<file path="config.mk">
export PLATFORM = sky130hd
export DESIGN_NAME = hazard_controller
export DESIGN_NICKNAME = d
export VERILOG_FILES = /design/src/rtl/cpu_pkg.sv /design/src/rtl/sat_counter.sv /design/src/rtl/hazard_controller.sv
export SDC_FILE = /design/constraint.sdc
export NUM_CORES = 1
export LEC_CHECK = 0
export CAP_MARGIN = 25
export CORE_MARGIN = 8
export CORE_UTILIZATION = 40
export DETAILED_ROUTE_END_ITERATION = 10
export MAX_ROUTING_LAYER = met4
export PLACE_DENSITY = 0.66
export SYNTH_ARGS = -nofsm -noshare
export SYNTH_HDL_FRONTEND = slang
export SYNTH_SLANG_ARGS = --single-unit
</file>
<file path="constraint.sdc">
create_clock -name i_clk -period 2 [get_ports i_clk]
set_input_delay 0.4 -clock i_clk [delete_from_list [all_inputs] [get_ports i_clk]]
set_output_delay 0.4 -clock i_clk [all_outputs]
set_load 0.02 [all_outputs]
</file>
<file path="src/rtl/cpu_pkg.sv">
`default_nettype none
// ============================================================================
//  Package     : cpu_pkg
//  Description : Shared types and constants for the 5-stage core: register
//                address width, the hardwired-zero register index, the hazard
//                controller state encoding and the bundle of pipeline
//                stall/flush controls.
//  Revision    : 1.0 - initial release
// ============================================================================
package cpu_pkg;

    localparam int REG_ADDR_W = 5;
    localparam logic [REG_ADDR_W-1:0] X0 = 5'd0;

    // Encoding 3 is unused; the controller steers it back to HC_RUN.
    typedef enum logic [1:0] {
        HC_RUN      = 2'd0,
        HC_MEM_WAIT = 2'd1,
        HC_ERROR    = 2'd2
    } hc_state_e;

    typedef struct packed {
        logic pc_stall;
        logic if_id_stall;
        logic if_id_flush;
        logic id_ex_stall;
        logic id_ex_flush;
        logic ex_mem_stall;
        logic mem_wb_flush;
    } hazard_ctrl_t;

    // Whole-pipeline freeze: hold every register feeding MEM and drain WB.
    localparam hazard_ctrl_t c_ctrl_freeze = '{
        pc_stall: 1'b1, if_id_stall: 1'b1, if_id_flush: 1'b0,
        id_ex_stall: 1'b1, id_ex_flush: 1'b0, ex_mem_stall: 1'b1,
        mem_wb_flush: 1'b1
    };

    // Squash the two wrong-path instructions behind an EX redirect.
    localparam hazard_ctrl_t c_ctrl_redirect = '{
        pc_stall: 1'b0, if_id_stall: 1'b0, if_id_flush: 1'b1,
        id_ex_stall: 1'b0, id_ex_flush: 1'b1, ex_mem_stall: 1'b0,
        mem_wb_flush: 1'b0
    };

    // Hold the dependent instruction in ID and insert one bubble into EX.
    localparam hazard_ctrl_t c_ctrl_load_use = '{
        pc_stall: 1'b1, if_id_stall: 1'b1, if_id_flush: 1'b0,
        id_ex_stall: 1'b0, id_ex_flush: 1'b1, ex_mem_stall: 1'b0,
        mem_wb_flush: 1'b0
    };

endpackage
`default_nettype wire

</file>
<file path="src/rtl/sat_counter.sv">
`default_nettype none
// ============================================================================
//  Module      : sat_counter
//  Description : W-bit up counter that sticks at all-ones.
//  Ports       : clk   - clock
//                rst_n - asynchronous active-low reset, clears the count
//                inc   - add one this cycle (ignored once saturated)
//                count - current count
//  Revision    : 1.0 - initial release
// ============================================================================
module sat_counter #(
    parameter int W = 32
) (
    input  logic         clk,
    input  logic         rst_n,
    input  logic         inc,
    output logic [W-1:0] count
);

    logic [W-1:0] r_count;

    always_ff @(posedge clk or negedge rst_n) begin
        if (!rst_n) begin
            r_count <= '0;
        end else if (inc && (r_count != '1)) begin
            r_count <= r_count + W'(1);
        end
    end

    assign count = r_count;

endmodule
`default_nettype wire

</file>
<file path="src/rtl/hazard_controller.sv">
`default_nettype none
// ============================================================================
//  Module      : hazard_controller
//  Description : Pipeline sequencer for the 5-stage core. Generates PC and
//                pipeline-register stall/flush controls for load-use
//                hazards, data-memory wait states and EX redirects, keeps
//                saturating stall/flush counters and a sticky memory-timeout
//                error.
//  Ports       : i_clk, i_rst_n           - clock, async active-low reset
//                i_id_rs1/rs2, i_id_uses_* - source operands of ID instruction
//                i_ex_rd, i_ex_mem_read    - destination / load flag in EX
//                i_ex_redirect             - EX redirects the fetch stream
//                i_mem_req, i_mem_ready    - MEM-stage data-memory handshake
//                o_*_stall, o_*_flush      - combinational pipeline controls
//                o_stall_cycles            - registered count of PC stalls
//                o_flush_count             - registered count of redirects
//                o_mem_timeout             - registered sticky error flag
//                o_state                   - FSM state for debug
//  Revision    : 1.0 - initial release
// ============================================================================
module hazard_controller
    import cpu_pkg::*;
#(
    parameter int CNT_W       = 32,
    parameter int MEM_TIMEOUT = 256
) (
    input  logic                  i_clk,
    input  logic                  i_rst_n,
    input  logic [REG_ADDR_W-1:0] i_id_rs1,
    input  logic [REG_ADDR_W-1:0] i_id_rs2,
    input  logic                  i_id_uses_rs1,
    input  logic                  i_id_uses_rs2,
    input  logic [REG_ADDR_W-1:0] i_ex_rd,
    input  logic                  i_ex_mem_read,
    input  logic                  i_ex_redirect,
    input  logic                  i_mem_req,
    input  logic                  i_mem_ready,
    output logic                  o_pc_stall,
    output logic                  o_if_id_stall,
    output logic                  o_if_id_flush,
    output logic                  o_id_ex_stall,
    output logic                  o_id_ex_flush,
    output logic                  o_ex_mem_stall,
    output logic                  o_mem_wb_flush,
    output logic [CNT_W-1:0]      o_stall_cycles,
    output logic [CNT_W-1:0]      o_flush_count,
    output logic                  o_mem_timeout,
    output logic [1:0]            o_state
);

    localparam int WAIT_W = (MEM_TIMEOUT > 1) ? $clog2(MEM_TIMEOUT) : 1;
    localparam logic [WAIT_W-1:0] c_wait_last = WAIT_W'(MEM_TIMEOUT - 1);

    hc_state_e     r_state;
    hc_state_e     w_next_state;
    logic [WAIT_W-1:0] r_wait_cnt;
    logic          r_timeout;

    logic          w_mem_stall;
    logic          w_load_use;
    logic          w_flush_evt;
    logic          w_stall_inc;
    hazard_ctrl_t  w_ctrl;
    hazard_ctrl_t  w_ctrl_out;

    // Evaluated in every state so the very first not-ready cycle stalls.
    assign w_mem_stall = i_mem_req && !i_mem_ready;

    // Loads into x0 never produce a value, so they cannot create a hazard.
    assign w_load_use = i_ex_mem_read && (i_ex_rd != X0) &&
                        ((i_id_uses_rs1 && (i_ex_rd == i_id_rs1)) ||
                         (i_id_uses_rs2 && (i_ex_rd == i_id_rs2)));

    // ------------------------------------------------------------------
    // Next-state and control priority: ERROR > mem_stall > redirect >
    // load-use. A redirect wins over load-use because the ID instruction
    // is on the wrong path and is being squashed anyway.
    // ------------------------------------------------------------------
    always_comb begin
        w_next_state = r_state;
        w_ctrl       = '0;
        w_flush_evt  = 1'b0;

        case (r_state)
            HC_RUN: begin
                if (w_mem_stall) begin
                    w_next_state = HC_MEM_WAIT;
                end
            end
            HC_MEM_WAIT: begin
                if (!w_mem_stall) begin
                    w_next_state = HC_RUN;
                end else if (r_wait_cnt == c_wait_last) begin
                    w_next_state = HC_ERROR;
                end
            end
            HC_ERROR: begin
                w_next_state = HC_ERROR;
            end
            default: begin
                w_next_state = HC_RUN;
            end
        endcase

        if (r_state == HC_ERROR) begin
            w_ctrl = c_ctrl_freeze;
        end else if (w_mem_stall) begin
            w_ctrl = c_ctrl_freeze;
        end else if (i_ex_redirect) begin
            w_ctrl      = c_ctrl_redirect;
            w_flush_evt = 1'b1;
        end else if (w_load_use) begin
            w_ctrl = c_ctrl_load_use;
        end
    end

    // Controls are combinational; force them quiet while reset is held so
    // the pipeline sees no spurious stall before the state settles.
    assign w_ctrl_out = i_rst_n ? w_ctrl : '0;

    assign o_pc_stall     = w_ctrl_out.pc_stall;
    assign o_if_id_stall  = w_ctrl_out.if_id_stall;
    assign o_if_id_flush  = w_ctrl_out.if_id_flush;
    assign o_id_ex_stall  = w_ctrl_out.id_ex_stall;
    assign o_id_ex_flush  = w_ctrl_out.id_ex_flush;
    assign o_ex_mem_stall = w_ctrl_out.ex_mem_stall;
    assign o_mem_wb_flush = w_ctrl_out.mem_wb_flush;

    // ------------------------------------------------------------------
    // State, wait counter and sticky error flag.
    // The wait counter only advances while staying in MEM_WAIT, so it is
    // zero on entry and in RUN.
    // ------------------------------------------------------------------
    always_ff @(posedge i_clk or negedge i_rst_n) begin
        if (!i_rst_n) begin
            r_state    <= HC_RUN;
            r_wait_cnt <= '0;
            r_timeout  <= 1'b0;
        end else begin
            r_state <= w_next_state;
            if ((r_state == HC_MEM_WAIT) && (w_next_state == HC_MEM_WAIT)) begin
                r_wait_cnt <= r_wait_cnt + WAIT_W'(1);
            end else begin
                r_wait_cnt <= '0;
            end
            r_timeout <= r_timeout || (w_next_state == HC_ERROR);
        end
    end

    assign o_mem_timeout = r_timeout;
    assign o_state       = r_state;

    // Counters are frozen in ERROR so they describe the run before the fault.
    assign w_stall_inc = w_ctrl.pc_stall && (r_state != HC_ERROR);

    sat_counter #(.W(CNT_W)) u_stall_cnt (
        .clk   (i_clk),
        .rst_n (i_rst_n),
        .inc   (w_stall_inc),
        .count (o_stall_cycles)
    );

    sat_counter #(.W(CNT_W)) u_flush_cnt (
        .clk   (i_clk),
        .rst_n (i_rst_n),
        .inc   (w_flush_evt),
        .count (o_flush_count)
    );

endmodule
`default_nettype wire
</file>
Word-level counts from Yosys, hierarchy flattened
Cells that the tools add are included.
{"block": "word_totals", "reg_bits": 75, "in_bits": 23, "output_inout_bits": 74}
{"block": "op_classes", "n_addsub": 3, "n_eq_ne": 10, "mux": 13, "reduce_logical": 14}
{"op": "32-bit by 1-bit adder with 32-bit output, second input constant", "n": 2}
{"op": "32-bit != test, second input constant", "n": 2}
{"op": "7-bit 2-to-1 mux", "n": 5}
{"op": "5-bit == test", "n": 2}
{"op": "1-bit logical AND", "n": 9}
{"op": "8-bit by 1-bit adder with 8-bit output, second input constant", "n": 1}
{"op": "8-bit == test, second input constant", "n": 1}
{"op": "8-bit 2-to-1 mux", "n": 1}
{"op": "2-bit 2-to-1 mux", "n": 3}
{"op": "2-bit case mux with 3 select lines", "n": 1}
{"op": "5-bit nonzero test", "n": 1}
{"op": "2-bit by 1-bit == test with 1-bit output, second input constant", "n": 2}
{"op": "2-bit == test, second input constant", "n": 2}
{"op": "1-bit 2-to-1 mux", "n": 3}
{"op": "2-bit logical NOT", "n": 1}
{"op": "1-bit logical OR", "n": 2}
{"op": "2-bit != test, second input constant", "n": 1}
{"op": "1-bit logical NOT", "n": 1}

Logic depth before layout (Yosys ltp)
Gate-level depths: netlist of run 1.
{"block": "logic_depth", "ltp_word": 10, "mapped_depth": 8, "ltp_nobuf": 7}

Modules after synthesis
A second synthesis of run 1 with hierarchy kept.
{"block": "hier_totals", "hier_cells": 378, "area_unflattened_um2": 3951.3}
{"module": "sat_counter", "instances": 2, "cells_each": 151, "area_per_inst_um2": 1624.1}
{"module": "hazard_controller", "instances": 1, "cells_each": 76, "area_per_inst_um2": 703.2}

Worst setup path before layout of run 1
OpenSTA, ideal clock, no wires.
{"block": "synth_path", "path_kind": "input -> output", "startpoint": "input i_ex_rd[1]", "endpoint": "output o_pc_stall", "arrival_time_ns": 1.800, "required_time_ns": 1.600, "setup_slack_ns": -0.200, "cell_stages": 7, "path_cell_list": "xnor2_1 nand4_1 o22ai_1 nor2b_1 nand2b_1 a31oi_1 buf_4"}
{"block": "synth_via", "elab_chain_cells": 9, "elab_cells_between_ends": 13, "cone_classes": "eq/ne (2); mux (5); reduce/logical (6)"}
{"element": "from (decl)", "line_no": "hazard_controller.sv:33", "rtl": "input logic [REG_ADDR_W-1:0] i_ex_rd,"}
{"element": "5-bit == test (on tied branches)", "line_no": "hazard_controller.sv:71, hazard_controller.sv:72"}
{"element": "1-bit logical AND (on tied branches)", "line_no": "hazard_controller.sv:71, hazard_controller.sv:72"}
{"element": "1-bit logical OR", "line_no": "hazard_controller.sv:71", "rtl": "((i_id_uses_rs1 && (i_ex_rd == i_id_rs1)) ||"}
{"element": "1-bit logical AND *", "line_no": "hazard_controller.sv:70", "rtl": "assign w_load_use = i_ex_mem_read && (i_ex_rd != X0) &&"}
{"element": "7-bit 2-to-1 mux *", "line_no": "hazard_controller.sv:112", "rtl": "end else if (w_load_use) begin"}
{"element": "7-bit 2-to-1 mux *", "line_no": "hazard_controller.sv:109", "rtl": "end else if (i_ex_redirect) begin"}
{"element": "7-bit 2-to-1 mux *", "line_no": "hazard_controller.sv:107", "rtl": "end else if (w_mem_stall) begin"}
{"element": "7-bit 2-to-1 mux *", "line_no": "hazard_controller.sv:105", "rtl": "if (r_state == HC_ERROR) begin"}
{"element": "7-bit 2-to-1 mux *", "line_no": "hazard_controller.sv:119", "rtl": "assign w_ctrl_out = i_rst_n ? w_ctrl : '0;"}
{"element": "to (decl)", "line_no": "hazard_controller.sv:38", "rtl": "output logic o_pc_stall,"}
Every way passes the cells marked *; elsewhere a longest branch is shown, timed or not.

Final worst setup path of run 1
{"block": "layout_path", "startpoint": "input i_ex_rd[4]", "endpoint": "output o_pc_stall"}
Same word-level chain as after synthesis.

==> out/qor.yml, run 1 <==
status: "finished, violations left"
violations: "negative setup slack"
h-tree-depth: 3
clkSinkCount: 75
setup_ws_ns: -0.0998
p_leak_nw: 2.62
grt_pass1_vias: 3473
numCtsBuffers: 9
slew_violations: 0
busiest_layer: "met2"
wl_per_cell_um: 16.0
clkTransAtPathRegs_ns: 0.08
ys_warn_count: 0
synth_cell_types: 41
place.gp.congestion: 0.804
crit_required_ns: 1.60
grt_max_degree: 73
finClkSkew_ns: 0.0139
maxCapViolations: 0
avgSynthCellArea_sq_um: 10.3
worstPathMaxFanout: 2
yosys.area.top_type: "dfrtp_1"
port_buffers: 96
ys_ff_latch: 75
min_period_ns: 2.10
grt.overflow.total: 0
end_kind: "output pin"
worst_pin_slew_ns: 0.409
rows: 35
grt_pass1_wl_um: 16600
grt_use_total: 0.164
slew_headroom: 0.727
fmax_mhz: 476
ys.flop_type: "dfrtp_1"
finalPower_w: 0.00309
cts_tree: "yes"
fin_crit_sh: 1.05
cp_data_arrival_time_ns: 1.70
clock_latency_ns: 0.35
syn_area_sq_um: 3760
final-setup-viol-count: 3
grt_use_met1: 0.185
ys_seq_area_frac: 0.499
via_per_inst: 5.17
start_util: 0.409
power_density_nw_per_um2: 516
core_sq_um: 9200
final_common_cell: "clkdlybuf4s50_1"
grt_setup_unrepaired: "yes"
critPathKind: "input pin to output pin"
fin_cells: 658
drt_wl_total_um: 10500
hold_class: "input pin to asynchronous set/reset pin"
rrSetupSlack_ns: 0.02
synth_edf_count: 0
r2r_cells: 9
synth-async-reset-ratio: 1.00
io_pins: 97
drt-initial-drc-count: 98
die-width_um: 113
antenna_left: 0
nets: 568
dp.cells: 628
die_area_sq_um: 12800
num_vias: 3401
synth.area.top_cells: "dfrtp_1 50%, xnor2_1 9.8%, xor2_1 7.9%, nand3_1 4.5%, nor2_1 3.2%"
synth_top_area_frac: 0.499
globalRouteMet2Util: 0.282
use_met3: 0.0474
die_h_um: 113
peakVddDrop_mv: 0.419
area_growth_pct: 59.1
final_cell_mix: "71 x clkdlybuf4s50_1, 70 x buf_4, 69 x dfrtp_1"
clockRootBuffer: "clkbuf_8"
syn_nets: 393
hold_ws_ns: 0.175
cts.path.max_buffers: 2
diodes: 0
drc: 0
layout-drive-gt1-share: 0.303
netlist_instances: 367
startpoint_type: "input pin"
dr.pass1.iters: 5
hpwl_um: 7360
antenna_found_initial: 0
timing.final.hold_violations: 0
==> kinds of logic after synthesis <==
kind of cell | after synthesis | synth area share
xor+xnor | 76 | 0.177
buf+inv | 18 | 0.0236
flops | 75 | 0.499
compound gates | 12 | 0.0219
fa+ha+maj | 3 | 0.00997
simple gates | 181 | 0.263
mux | 2 | 0.00598
==> path summary, 6_finish.rpt <==
path                                                        from                                 to
min in group i_clk                       r_wait_cnt[0]$_DFF_PN0_            r_wait_cnt[0]$_DFF_PN0_
worst max-delay path                                  i_ex_rd[4]                         o_pc_stall
worst max register to register  u_stall_cnt.count[1]$_DFFE_PN0P_  u_stall_cnt.count[15]$_DFFE_PN0P_
max in group asynchronous                                i_rst_n  u_flush_cnt.count[26]$_DFFE_PN0P_
worst min register to register           r_wait_cnt[0]$_DFF_PN0_            r_wait_cnt[0]$_DFF_PN0_
worst min-delay path                                     i_rst_n  u_flush_cnt.count[29]$_DFFE_PN0P_
==> critical path, cell delays in order <==
cell and delay [ns]:
buf_8 0.10, buf_6 0.12, xnor2_2 0.15, nand4_1 0.13, o22ai_2 0.22, nor2b_4 0.18, nand2b_1 0.09, a31oi_4 0.17
buf_6 0.14
==> cells in the mapped netlist (all sizes together), types with 2 or more instances <==
master   n
a21oi    2
ha       3
and4    10
and2     6
dfrtp   75
nand4   18
or4      2
xnor2   42
o21ai    3
nor2    32
nor3b    2
nor4    14
nor3    14
nand2   31
nand3   34
or3      2
mux2     2
o21a     2
nor2b    2
nor4b    3
clkbuf   2
buf      8
xor2    34
nand2b   4
inv      8
and3     5
==> metal layers <==
layer,vias to the layer above,wire (um)
met2,82,5400
met1,1680,4540
li1,1627,-
met4,0,118
met3,12,479
met5,-,0
==> metrics by stage <==
stage / util / setup slack, ns / setup TNS [ns] / instance area (sq um)
CTS: 0.617 / -0.0720 / -0.277 / 5670
floorplan: - / 0.00504 / 0 / 3830
global route: 0.651 / -0.169 / -0.984 / 5990
global placement: 0.583 / -0.879 / -24.97 / 5360
detailed placement: 0.583 / -0.940 / -26.84 / 5360
finish: 0.651 / -0.0998 / -0.298 / 5990
==> sequential cells by signal, indices dropped and copies added, names as in the netlist <==
name / flops
o_mem_timeout: 1
u_stall_cnt.count: 32
o_state: 2
r_wait_cnt: 8
u_flush_cnt.count: 32
==> what timing repair did <==
| item | 4_1_cts | 5_1_grt |
|---|---|---|
| hold endpoints to repair | 3 | 3 |
| hold buffers | 1 | 1 |
| resized for setup | 83 | 63 |
| endpoints found under the setup margin | 50 | 41 |
| buffers inserted | 5 | 8 |
| pin swaps | 20 | 29 |
==> cell type report <==
type                    instances  area, sq um
fillers                       772         3210
multi-input cells             274         2150
flip-flops and latches         75         1880
repair buffers                174         1570
well taps                     111          139
clock buffers                  11          131
clock inverters                 5         77.6
inverters                       8         30.0
==> power by group <==
part | switching, W | internal [W] | leakage [nW] | total [W]
registers | 0.0000205 | 0.00154 | 0.999 | 0.00156
logic | 0.000135 | 0.000135 | 1.52 | 0.000269
clock network | 0.000567 | 0.000700 | 0.103 | 0.00127
(Power assumes the default switching activity.)
==> run 2, diff against run 1 <==
--- a/config.mk
+++ b/config.mk
@@ -6,11 +6,13 @@
 export NUM_CORES = 1
 export LEC_CHECK = 0
 export CAP_MARGIN = 25
+export CELL_PAD_IN_SITES_DETAIL_PLACEMENT = 0
+export CELL_PAD_IN_SITES_GLOBAL_PLACEMENT = 1
 export CORE_MARGIN = 8
-export CORE_UTILIZATION = 40
+export CORE_UTILIZATION = 34
 export DETAILED_ROUTE_END_ITERATION = 10
 export MAX_ROUTING_LAYER = met4
-export PLACE_DENSITY = 0.66
+export PLACE_DENSITY = 0.73
 export SYNTH_ARGS = -nofsm -noshare
 export SYNTH_HDL_FRONTEND = slang
 export SYNTH_SLANG_ARGS = --single-unit
==> run 2 against run 1 <==
Against the previous run:
- the run still ends with negative setup slack left
- sequential power hardly changed
- non-clock buffer count stayed put
- routed wire length is 1.3% higher
- via count is 1.0% lower
- clock skew is 0.0034 ns higher
- global-route usage is 1.7 points lower
==> out/qor.yml, run 2 (synthesis gave the netlist of run 1 again) <==
area_growth_pct: 59.2  # was 59.1%
rows: 38  # was 35
finClkSkew_ns: 0.0173  # was 0.0139 ns
die-width_um: 121  # was 113 um
switching_power_w: 0.000731  # was 0.000722 W
drc: 0  # unchanged
crit_required_ns: 1.60  # about the same
hold_buffers: 0  # was 1
cp_data_arrival_time_ns: 1.66  # was 1.70 ns
hold_class: "input pin to asynchronous set/reset pin"  # unchanged
grt_max_degree: 40  # was 73
h-tree-depth: 3  # unchanged
clockRootBuffer: "clkbuf_8"  # unchanged
layout-drive-gt1-share: 0.316  # was 0.303
final_common_cell: "buf_4"  # was clkdlybuf4s50_1
crit_chain: "buf_8, or4_4, o21ai_4, nor2b_4, nand2b_1, a31oi_4, buf_6"  # was buf_8, buf_6, xnor2_2, nand4_1, o22ai_2, nor2b_4, nand2b_1, a31oi_4, buf_6
critical_path_buf_inv_count: 2  # was 3
grt_setup_unrepaired: "yes"  # unchanged
die_h_um: 121  # was 113 um
clkSinkCount: 75  # unchanged
grt_pass1_vias: 3495  # was 3473
p_clk_frac: 0.443  # was 0.410
numCtsBuffers: 9  # unchanged
slew_headroom: 0.662  # was 0.727
final-setup-viol-count: 4  # was 3
combinationalPowerShare: 0.080  # was 0.087
p_sw_frac: 0.224  # was 0.233
slew_violations: 0  # unchanged
grt_pass1_wl_um: 17200  # was 16600 um
maxCapViolations: 0  # unchanged
r2r_cells: 10  # was 9
via_per_inst: 4.90  # was 5.17
finalPower_w: 0.00326  # was 0.00309 W
antenna_left: 0  # unchanged
critPathKind: "input pin to output pin"  # unchanged
port_buffers: 96  # unchanged
clock_latency_ns: 0.34  # was 0.35 ns
top_layer: "met4"  # unchanged
worst_pin_slew_ns: 0.506  # was 0.409 ns
crit_slowest_cell: "or4_4"  # was o22ai_2
min_period_ns: 2.06  # was 2.10 ns
power_density_nw_per_um2: 544  # was 516 nW/um^2
die_area_sq_um: 14700  # was 12800 sq um
place.gp.congestion: 0.787  # was 0.804
power.internal_w: 0.00253  # was 0.00237 W
grt_use_total: 0.147  # was 0.164
drt_wl_total_um: 10700  # was 10500 um
start_util: 0.347  # was 0.409
fin_crit_sh: 1.03  # was 1.05
path_delay_family: "simple AND/OR/NAND/NOR gates"  # unchanged
peakVddDrop_mv: 0.342  # was 0.419 mV
core_sq_um: 10800  # was 9200 sq um
timing.final.hold_violations: 0  # unchanged
cts_tree: "yes"  # unchanged
p_leak_nw: 2.65  # was 2.62 nW
routedLengthMet1_um: 4770  # was 4540 um
final.setup.tns_ns: -0.191  # was -0.298 ns
grt.overflow.total: 0  # unchanged
setup_ws_ns: -0.0617  # was -0.0998 ns
end_kind: "output pin"  # unchanged
p_seq_frac: 0.477  # was 0.503
dr_wl_met2_um: 5200  # was 5400 um
violations: "negative setup slack"  # unchanged
antenna_found_initial: 0  # unchanged
dr_wl_met3_um: 532  # was 479 um
post-place-ws_ns: -0.997  # was -0.940 ns
wl_per_cell_um: 15.5  # was 16.0 um
clkTransAtPathRegs_ns: 0.08  # about the same
cts.path.max_buffers: 2  # unchanged
status: "finished, violations left"  # unchanged
fmax_mhz: 485  # was 476 MHz
path_depth: 7  # was 9
io_pins: 97  # unchanged
dr.pass1.iters: 4  # was 5
hpwl_um: 7750  # was 7360 um
cpPeakStageDelay_ns: 0.54  # was 0.22 ns
startpoint_type: "input pin"  # unchanged
drt-initial-drc-count: 117  # was 98
final_cell_mix: "74 x buf_4, 71 x clkdlybuf4s50_1, 69 x dfrtp_1"  # was 71 x clkdlybuf4s50_1, 70 x buf_4, 69 x dfrtp_1
diodes: 0  # unchanged
num_vias: 3367  # was 3401
worstPathMaxFanout: 3  # was 2
nets: 568  # unchanged
hold_ws_ns: 0.141  # was 0.175 ns
==> run 2: metal layers <==
metal / GRT usage / up-vias
met5: - / -
li1: - / 1630
met4: 0.0455 / 0
met1: 0.176 / 1649
met2: 0.240 / 74
met3: 0.0372 / 14
==> run 2: metrics by stage <==
stage	utilization	instance area, sq um	std cells
2_1_floorplan	-	3830	367
3_3_place_gp	0.503	5460	665
3_5_place_dp	0.503	5460	665
4_1_cts	0.534	5790	681
5_1_grt	0.553	5990	687
6_report	0.553	5990	687
==> run 2: timing repair <==
action,in CTS,in global routing
gates cloned,0,1
pin swaps,30,25
setup endpoints to repair,47,48
gates resized for setup,106,53
setup buffers,0,7
==> run 2: layout make-up <==
class                      instances  area, sq um
timing repair buffer             174         1540
multi-input combinational        274         2120
fill                            1037         4850
clock inverter                     4         97.6
inverter                           8         30.0
tap                              140          175
sequential                        75         1880
clock buffer                      12          145
==> run 2: final timing paths <==
path	endpoint	slack [ns]	start
max	o_pc_stall	-0.06	i_ex_rd[4]
min	o_state[1]$_DFF_PN0_	0.14	i_rst_n
max reg2reg	u_flush_cnt.count[5]$_DFFE_PN0P_	0.01	u_flush_cnt.count[1]$_DFFE_PN0P_
min reg2reg	u_stall_cnt.count[31]$_DFFE_PN0P_	0.49	u_stall_cnt.count[31]$_DFFE_PN0P_
max in group asynchronous	u_flush_cnt.count[1]$_DFFE_PN0P_	1.45	i_rst_n
min in group i_clk	u_stall_cnt.count[31]$_DFFE_PN0P_	0.49	u_stall_cnt.count[31]$_DFFE_PN0P_
==> run 2: power by group through the flow <==
| stage | Sequential [W] | Combinational, W | Clock (W) |
|---|---|---|---|
| floorplan | 0.00161 | 0.0000582 | 0 |
| global placement | 0.00159 | 0.000249 | 0 |
| detailed placement | 0.00159 | 0.000254 | 0 |
| CTS | 0.00156 | 0.000255 | 0.00149 |
| global route | 0.00156 | 0.000282 | 0.00155 |
| finish | 0.00156 | 0.000261 | 0.00144 |
==> run 3, diff against run 2 <==
--- a/config.mk
+++ b/config.mk
@@ -16,3 +16,4 @@
 export SYNTH_ARGS = -nofsm -noshare
 export SYNTH_HDL_FRONTEND = slang
 export SYNTH_SLANG_ARGS = --single-unit
+export TNS_END_PERCENT = 20
==> run 3 against run 2 <==
Against the previous run:
- the flow still finishes with violations (negative setup slack)
- worst setup slack worse by 0.023 ns
- first-iteration DRC count up 41%
- final cell count up 0.29%
- combinational power up 2%
- worst hold slack worse by 0.096 ns
- non-clock buffer count up 2
- largest cell class unchanged
==> out/qor.yml, run 3 (synthesis gave the netlist of run 1 again) <==
numCtsBuffers: 9  # unchanged
layout-drive-gt1-share: 0.295  # was 0.316
drc: 0  # unchanged
grt_pass1_wl_um: 17800  # was 17200 um
slew_headroom: 0.641  # was 0.662
final_cell_mix: "76 x buf_4, 71 x clkdlybuf4s50_1, 70 x dfrtp_1"  # was 74 x buf_4, 71 x clkdlybuf4s50_1, 69 x dfrtp_1
setup_ws_ns: -0.0845  # was -0.0617 ns
crit_required_ns: 2.28  # was 1.60 ns
drt-initial-drc-count: 165  # was 117
place.gp.congestion: 0.794  # was 0.787
area_growth_pct: 57.1  # was 59.2%
fin_crit_sh: 1.04  # was 1.03
die_h_um: 121  # unchanged
worstPathMaxFanout: 7  # was 3
power_density_nw_per_um2: 533  # was 544 nW/um^2
grt.overflow.total: 0  # unchanged
post-place-ws_ns: -1.02  # was -0.997 ns
antenna_found_initial: 0  # unchanged
drt_wl_total_um: 10600  # was 10700 um
violations: "negative setup slack"  # unchanged
grt_setup_unrepaired: "yes"  # unchanged
clkTransAtPathRegs_ns: 0.08  # about the same
io_pins: 97  # unchanged
final_common_cell: "buf_4"  # unchanged
grt_pass1_vias: 3652  # was 3495
final-setup-viol-count: 11  # was 4
end_kind: "flop"  # was output pin
fill_cells: 998  # was 1037
via_per_inst: 4.87  # was 4.90
slew_violations: 0  # unchanged
timing.final.hold_violations: 0  # unchanged
worst_pin_slew_ns: 0.538  # was 0.506 ns
clkSinkCount: 75  # unchanged
finClkSkew_ns: 0.00959  # was 0.0173 ns
hold_buffers: 0  # unchanged
multi_input_area_sq_um: 2050  # was 2120 sq um
port_buffers: 96  # unchanged
h-tree-depth: 3  # unchanged
min_period_ns: 2.08  # was 2.06 ns
wl_per_cell_um: 15.4  # was 15.5 um
die-width_um: 121  # unchanged
status: "finished, violations left"  # unchanged
fmax_mhz: 480  # was 485 MHz
grt_use_total: 0.153  # was 0.147
dr.pass1.iters: 4  # unchanged
peakVddDrop_mv: 0.344  # was 0.342 mV
diodes: 0  # unchanged
clock_latency_ns: 0.35  # was 0.34 ns
hpwl_um: 7900  # was 7750 um
hold_class: "input pin to asynchronous set/reset pin"  # unchanged
cts_tree: "yes"  # unchanged
final_util: 0.545  # was 0.553
clockRootBuffer: "clkbuf_8"  # unchanged
num_vias: 3358  # was 3367
antenna_left: 0  # unchanged
maxCapViolations: 0  # unchanged
rows: 38  # unchanged
cts.path.max_buffers: 2  # unchanged
core_sq_um: 10800  # unchanged
p_leak_nw: 2.62  # was 2.65 nW
startpoint_type: "flop"  # was input pin
cp_data_arrival_time_ns: 2.36  # was 1.66 ns
seq_area_sq_um: 1880  # about the same
critPathKind: "flop to flop"  # was input pin to output pin
grt_max_degree: 42  # was 40
start_util: 0.347  # unchanged
nets: 570  # was 568
die_area_sq_um: 14700  # unchanged
run 3: what timing repair did:
| item | 4_1_cts | 5_1_grt |
|---|---|---|
| pin swaps | 21 | 21 |
| setup buffers | 5 | 5 |
| hold endpoints to repair | 0 | 0 |
| resized for setup | 108 | 36 |
| endpoints found under the setup margin | 46 | 52 |
run 3: per-layer routing:
metal / wire, um / GRT usage / vias to the layer above
met3: 586 / 0.0451 / 20
met1: 4570 / 0.175 / 1626
met2: 5230 / 0.253 / 80
met4: 201 / 0.0478 / 0
li1: - / - / 1632
met5: 0 / - / -
run 3: final timing paths:
check | start | end | slack [ns] | depth (start not counted)
worst max-delay path | u_flush_cnt.count[0]$_DFFE_PN0P_ | u_flush_cnt.count[23]$_DFFE_PN0P_ | -0.08 | 9
worst min-delay path | i_rst_n | o_state[0]$_DFF_PN0_ | 0.04 | 2
worst max register to register | u_flush_cnt.count[0]$_DFFE_PN0P_ | u_flush_cnt.count[23]$_DFFE_PN0P_ | -0.08 | 9
worst min register to register | r_wait_cnt[0]$_DFF_PN0_ | r_wait_cnt[0]$_DFF_PN0_ | 0.48 | 1
max in group asynchronous | i_rst_n | u_flush_cnt.count[1]$_DFFE_PN0P_ | 1.42 | 2
min in group i_clk | r_wait_cnt[0]$_DFF_PN0_ | r_wait_cnt[0]$_DFF_PN0_ | 0.48 | 1
run 3: area by class of cell:
| type | instances | share of cell area |
|---|---|---|
| multi-input cells | 274 | 0.347 |
| repair buffers | 176 | 0.261 |
| clock buffers | 10 | 0.0233 |
| clock inverters | 6 | 0.0150 |
| inverters | 8 | 0.00508 |
| well taps | 140 | 0.0296 |
| flip-flops and latches | 75 | 0.319 |
run 3: stage by stage:
stage                     instances  area, sq um  TNS (ns)  hold slack (ns)  power, W
after floorplan                 367         3830   -0.0423            0.104   0.00167
after global placement          663         5440    -23.95            0.407   0.00184
after detailed placement        663         5440    -25.69            0.417   0.00184
after CTS                       684         5720    -0.546           0.0298   0.00318
after global routing            689         5910     -3.49           0.0407   0.00328
final                           689         5910    -0.636           0.0448   0.00315
run 3: report_power, final:
part	internal (W)	switching [W]	total, W	leakage, nW
Combinational	0.000132	0.000135	0.000267	1.51
Sequential	0.00153	0.0000206	0.00156	1.00
Clock	0.000737	0.000592	0.00133	0.108
Total	0.00240	0.000748	0.00315	2.62
run 3: critical path: stages (launching register included):
cell and delay, ns:
dfrtp_2 0.43, ha_4 0.16, and4_4 0.15, nand4b_1 0.15, buf_4 0.15, nor3_2 0.04, or4_4 0.50, buf_12 0.17
nor3_4 0.11, xor2_1 0.15
